===== config.mk =====
export PLATFORM = sky130hd
export DESIGN_NAME = cga_composite_ctrl
export DESIGN_NICKNAME = d
export VERILOG_FILES = /design/src/rtl/cga_composite_ctrl.sv
export SDC_FILE = /design/constraint.sdc
export NUM_CORES = 1
export LEC_CHECK = 0
export CAP_MARGIN = 30
export CORE_UTILIZATION = 42
export DETAILED_ROUTE_END_ITERATION = 10
export PLACE_DENSITY = 0.8
export SKIP_CTS_REPAIR_TIMING = 1
export SYNTH_ARGS = -nofsm -noshare
export SYNTH_HDL_FRONTEND = slang
export SYNTH_SLANG_ARGS = --single-unit

===== constraint.sdc =====
create_clock -name clk -period 1.3 [get_ports clk]
set_input_delay 0.26 -clock clk [delete_from_list [all_inputs] [get_ports clk]]
set_output_delay 0.26 -clock clk [all_outputs]
set_load 0.03 [all_outputs]

===== src/rtl/cga_composite_ctrl.sv =====
// CGA composite encoder sequencer: clock strobes from the 28.636 MHz clock, plus a shadowed mode register
// that updates on vsync. The optional line-count timeout apply is enabled by defining CGA_COMP_TIMEOUT_EN.
module cga_composite_ctrl #(
    parameter logic [9:0] TIMEOUT_LINES = 10'd525,
    parameter logic [1:0] MODE_RESET    = 2'b00
) (
    input  logic       clk,
    input  logic       rst_n,
    input  logic       wr_en,
    input  logic [7:0] wr_data,
    input  logic       hsync,
    input  logic       vsync,
    output logic       hclk_en,
    output logic       lclk_en,
    output logic       clk_3m58,
    output logic       bw_mode,
    output logic       hires,
    output logic       mode_pending,
    output logic       apply_pulse
);
    typedef enum logic [1:0] {IDLE, PENDING, APPLY} state_t;

    state_t     state_q, state_d;
    logic [3:0] div_cnt_q;
    logic       hclk_en_q, lclk_en_q, clk_3m58_q;
    logic [1:0] mode_q, shadow_q, shadow_d;   // {hires, bw_mode}
    logic       pending_q, apply_q;
    logic       hsync_q, vsync_q;
    logic       hs_rise, vs_rise, timeout;
    logic [1:0] wr_mode;
    logic       unused_bits;

    assign hs_rise = hsync & ~hsync_q;
    assign vs_rise = vsync & ~vsync_q;
    assign wr_mode = {wr_data[0], wr_data[2]};

`ifdef CGA_COMP_TIMEOUT_EN
    logic [9:0] line_cnt_q, line_cnt_d;
    assign timeout     = hs_rise && (line_cnt_q == TIMEOUT_LINES - 10'd1);
    assign unused_bits = ^{wr_data[7:3], wr_data[1]};
`else
    assign timeout     = 1'b0;
    assign unused_bits = ^{wr_data[7:3], wr_data[1], hs_rise, TIMEOUT_LINES};
`endif

    always_comb begin
        state_d  = state_q;
        shadow_d = shadow_q;
`ifdef CGA_COMP_TIMEOUT_EN
        line_cnt_d = line_cnt_q;
`endif
        case (state_q)
            IDLE, APPLY: begin
                state_d = IDLE;
                if (wr_en) begin
                    shadow_d = wr_mode;
                    state_d  = PENDING;
`ifdef CGA_COMP_TIMEOUT_EN
                    line_cnt_d = '0;
`endif
                end
            end
            PENDING: begin
                if (wr_en) shadow_d = wr_mode;
`ifdef CGA_COMP_TIMEOUT_EN
                if (hs_rise && line_cnt_q != TIMEOUT_LINES - 10'd1)
                    line_cnt_d = line_cnt_q + 10'd1;
`endif
                if (vs_rise || timeout) state_d = APPLY;
            end
            default: state_d = IDLE;
        endcase
    end

    // Mode and apply strobe update on the APPLY decision, so they are visible during APPLY itself;
    // using shadow_d lets a write coinciding with vs_rise be applied at once.
    always_ff @(posedge clk or negedge rst_n) begin
        if (!rst_n) begin
            state_q    <= IDLE;
            div_cnt_q  <= '0;
            hclk_en_q  <= 1'b0;
            lclk_en_q  <= 1'b0;
            clk_3m58_q <= 1'b0;
            mode_q     <= MODE_RESET;
            shadow_q   <= MODE_RESET;
            pending_q  <= 1'b0;
            apply_q    <= 1'b0;
            hsync_q    <= 1'b0;
            vsync_q    <= 1'b0;
`ifdef CGA_COMP_TIMEOUT_EN
            line_cnt_q <= '0;
`endif
        end else begin
            state_q    <= state_d;
            div_cnt_q  <= div_cnt_q + 4'd1;
            hclk_en_q  <= div_cnt_q[0];
            clk_3m58_q <= div_cnt_q[2];
            lclk_en_q  <= mode_q[1] ? (div_cnt_q[2:0] == 3'd7) : (div_cnt_q == 4'd15);
            shadow_q   <= shadow_d;
            pending_q  <= (state_d != IDLE);
            apply_q    <= (state_d == APPLY);
            if (state_d == APPLY) mode_q <= shadow_d;
            hsync_q    <= hsync;
            vsync_q    <= vsync;
`ifdef CGA_COMP_TIMEOUT_EN
            line_cnt_q <= line_cnt_d;
`endif
        end
    end

    assign hclk_en      = hclk_en_q;
    assign lclk_en      = lclk_en_q;
    assign clk_3m58     = clk_3m58_q;
    assign hires        = mode_q[1];
    assign bw_mode      = mode_q[0];
    assign mode_pending = pending_q;
    assign apply_pulse  = apply_q;
endmodule

======== Yosys cells after proc, flatten, opt, wreduce, memory -nomap -nowiden ========
Cells that the tools add are included.
storage, ports and cells
  register bits ........................... 16
  latch bits .............................. 0
  memory bits (writable) .................. 0
  memory bits (read-only) ................. 0
  input port bits ......................... 13
  output and inout bits ................... 7
  logic and storage cells ................. 28
  memories kept ........................... 0
cells by class
  add/sub/neg operators ................... 1
  multiply operators ...................... 0
  divide/modulo/power cells ............... 0
  magnitude comparators ................... 0
  eq/ne operators ......................... 5
  shift operators ......................... 0
  mux-type cells .......................... 6
  bitwise logic cells ..................... 2
  reductions and logical operators ........ 4
operator list
  kind                 number
  $mux 2               3
  $add 4x1->4 const B  1
  $eq 2x2->1 const B   2
  $eq 4x4->1 const B   1
  $pmux 2 s2           1
  $eq 3x3->1 const B   1
  $reduce_or 3->1      1
  $eq 2x1->1 const B   1
  $logic_not 2->1      1
  $mux 1               2
  $reduce_bool 2->1    1
  $reduce_or 2->1      1
  $and 1x1->1          1
  $not 1->1            1

======== Depth between registers and ports, before layout ========
  depth in word-level cells ............... 5
  depth in mapped cells ................... 4
  depth with buffers taken out ............ 4

======== Worst setup path before layout ========
OpenSTA, ideal clock, no wires.
  path type ............................... flip-flop to flip-flop
  start point ............................. reg vsync_q
  end point ............................... reg mode_q[0]
  arrival time ............................ 0.994 ns
  required time ........................... 1.175 ns
  slack ................................... 0.181 ns
  stages on the path, launching flop included .. 3
  cells stage by stage .................... dfrtp_1 and4bb_4 mux2_4
between the ends
  word-level cells in the longest chain between the ends .. 5
RTL lines
  what                      line  RTL
  start: declaration        28    logic hsync_q, vsync_q;
  start signal: assignment  104   vsync_q <= vsync;
  $not 1->1                 34    assign vs_rise = vsync & ~vsync_q;
  $and 1x1->1               34
  $mux 2                    69    if (vs_rise || timeout) state_d = APPLY;
  $pmux 2 s2                52    case (state_q)
  via state_d[1]            23    state_t state_q, state_d;
  $eq 2x2->1                102   if (state_d == APPLY) mode_q <= shadow_d;
  end signal: assignment    102
  end: declaration          26    logic [1:0] mode_q, shadow_q, shadow_d;
The timed path passes the listed nets, and every way through them passes these cells.
A chain may end at the register's enable or synchronous reset.

======== Worst setup path after layout ========
  start point ............................. in wr_en
  end point ............................... reg mode_q[0]
between the ends
  word-level cells in the longest chain between the ends .. 3
  elaborated cells between the ends (all ways) .. 5
RTL lines
  what                line  RTL
  start: declaration  9     input logic wr_en,
  $mux 1              55    if (wr_en) begin
  $pmux 2 s2          52
  $eq 2x2->1          102
Parallel ways exist; a longest one is shown, timed or not.

==> results.yml <==
status:
  status: "completed"
layout:
  drive_gt1_share_pct: 24.56
  fin_nets: 73
  area_delta_synth_final_pct: 34.24
  fillers: 90
  antenna_cells: 0
  design_area_um2: 804.5
synth:
  ys_types: 14
  ys_top_cells_by_area: "dfrtp_1 67%, mux2_1 7.5%, mux2_4 5.0%"
  yosysSeqAreaShare_pct: 66.81
  synthCells: 38
  synth_seq_cells: 16
  synth_top_area_share_pct: 66.81
  yosys.area.top_type: "dfrtp_1"
  syn_area_um2: 599.3
  syn-num-nets: 53
  synth_edf_count: 0
  yosysWarningCount: 0
  async_flop_share_pct: 100.0
  syn_avg_cell_area_um2: 15.77
  synth_most_common_cell: "dfrtp_1"
  synth_flop_cell: "dfrtp_1"
  synth_commonest_cells: "16 x dfrtp_1, 4 x mux2_1"
die:
  design.core.area_um2: 1318
  initial_core_util_pct: 45.49
  fp.dieH_um: 39.78
  die_area_um2: 1582
  num_io_pins: 20
  die_x_um: 39.78
  row_count: 13
cts:
  clkSinkCount: 16
  cts_tree: "yes"
  cts_htree_levels: 1
  numCtsBuffers: 3
  cts.root.buffer_cell: "clkbuf_4"
  clk_latency_ps: 280
  clock_path_buffers: 2
  clk_pin_slew_worst_paths_ps: 90
power_and_ir_drop:
  finalPower_mw: 1.280
  p_leak_nw: 0.4534
  power_density_nw_per_um2: 1592
  ir_drop_uv: 797.0
routing:
  met1_length_um: 440
  dr.pass1.iters: 3
  wl_met3_um: 55
  wl_per_cell_um: 12.53
  drc_errors: 0
  wl_met2_um: 395
  routed_wl_um: 902
  num_vias: 348
  vias_per_cell: 4.833
  antenna_left: 0
  highest_layer: "met4"
  first_iter_violations: 6
grt:
  grt_overflow: 0
  track_usage_pct: 13.29
  grt_start_max_net_pins: 17
  antenna_found_initial: 0
  grt_pass1_vias: 307
  grt_pass1_wl_um: 1290
timing:
  hold_viol: 0
  finalSetupViolCount: 0
  min_period_ps: 1223
  report.final.slew_viol_count: 0
  maxSlewHeadroom_pct: 78.34
  fin_skew_ps: 0.8226
  fin_crit_sh_pct: 94.08
  tightest_slew_ps: 324.4
  rsz0062_at_grt: "no"
  fmax_mhz: 817.7
place:
  dp_hpwl_um: 653.5
  routabilityCongestion: 0.6189
  place_area_um2: 755.7
  numPortBuffers: 12
critical_path:
  cp_cell_sequence: "clkdlybuf4s50_1 > mux2_1 > mux2_4"
  cp-end-kind: "register"
  startpoint_type: "primary input"
  cp_slowest_cell: "clkdlybuf4s50_1"
  cp_max_fo: 4
  required_ps: 1470
  path_class: "in -> reg"
  cp_data_arrival_time_ps: 1400
  max_stage_delay_ps: 540
hold_path:
  hold_path_class: "in -> async"
job:
  maxCapViolations: 0
==> flip-flops by register name, summed over array words and instances (netlist names) <==
signal	cells
apply_pulse	1
lclk_en	1
state_q	2
shadow_q	2
vsync_q	1
div_cnt_q	4
mode_q	2
clk_3m58	1
mode_pending	1
hclk_en	1
==> metal layers <==
| metal | GRT usage [%] | up-vias |
|---|---|---|
| li1 | - | 173 |
| met1 | 16.49 | 163 |
| met2 | 19.26 | 10 |
| met3 | 6.818 | 2 |
| met4 | 5.172 | 0 |
| met5 | 0 | - |
==> power by group <==
part / switching [mW] / leakage (nW) / internal, mW
Clock: 0.149 / 0.0210 / 0.170
Combinational: 0.168 / 0.229 / 0.166
Sequential: 0.0540 / 0.203 / 0.572
==> logic make-up after synthesis <==
logic type / Yosys count / synth area share, %
simple gates: 9 / 10.86
buf+inv: 1 / 0.6257
flops: 16 / 66.81
fa+ha+maj: 2 / 4.175
mux: 6 / 12.53
xor+xnor: 1 / 1.462
compound gates: 3 / 3.549
==> worst max-delay path: cells and delay by family <==
kind	cells	cell delay, ps
mux	2	600
buf+inv	1	540
==> path summary, 6_finish.rpt <==
kind / slack [ps] / end / start / cells after the start
min: 290 / state_q[0] / rst_n / 2
min in group clk: 450 / hclk_en / div_cnt_q[0] / 0
max in group asynchronous: 840 / mode_q[1] / rst_n / 2
max reg2reg: 120 / mode_q[0] / vsync_q / 2
max: 80 / mode_q[0] / wr_en / 3
min reg2reg: 450 / hclk_en / div_cnt_q[0] / 0
==> placed cells by master, fill, tap and decap left out, drive strengths merged <==
| cell type | netlist | final |
|---|---|---|
| buf | 0 | 5 |
| dfrtp | 16 | 16 |
| nand2b | 2 | 2 |
| dlymetal6s2s | 0 | 5 |
| and4bb | 2 | 2 |
| clkdlybuf4s50 | 0 | 5 |
| clkbuf | 0 | 4 |
| a21boi | 1 | 1 |
| nor2b | 1 | 1 |
| ha | 2 | 2 |
| nand3 | 2 | 2 |
| nand2 | 2 | 2 |
| mux2 | 6 | 6 |
| xnor2 | 1 | 1 |
| inv | 1 | 1 |
| o21ai | 2 | 2 |
==> per-stage QoR <==
step	setup TNS [ps]	hold WS, ps	setup WS, ps	std cells	utilization [%]
floorplan	0	-35.59	181.2	38	-
global placement	-806.0	413.3	-222.4	68	57.36
detailed placement	-835.3	428.1	-224.7	68	57.36
CTS	-1219	286.0	-250.4	72	60.11
global route	0	306.7	76.38	72	61.06
finish	0	286.0	76.99	72	61.06
==> cell type report <==
| type | count | area [um^2] | area share [%] |
|---|---|---|---|
| tap | 15 | 18.77 | 2.333 |
| timing repair buffer | 15 | 150.1 | 18.66 |
| sequential | 16 | 400.4 | 49.77 |
| inverter | 1 | 3.754 | 0.4666 |
| multi-input combinational | 21 | 195.2 | 24.26 |
| clock buffer | 4 | 36.28 | 4.510 |
Power figures use the tool's default switching activity.
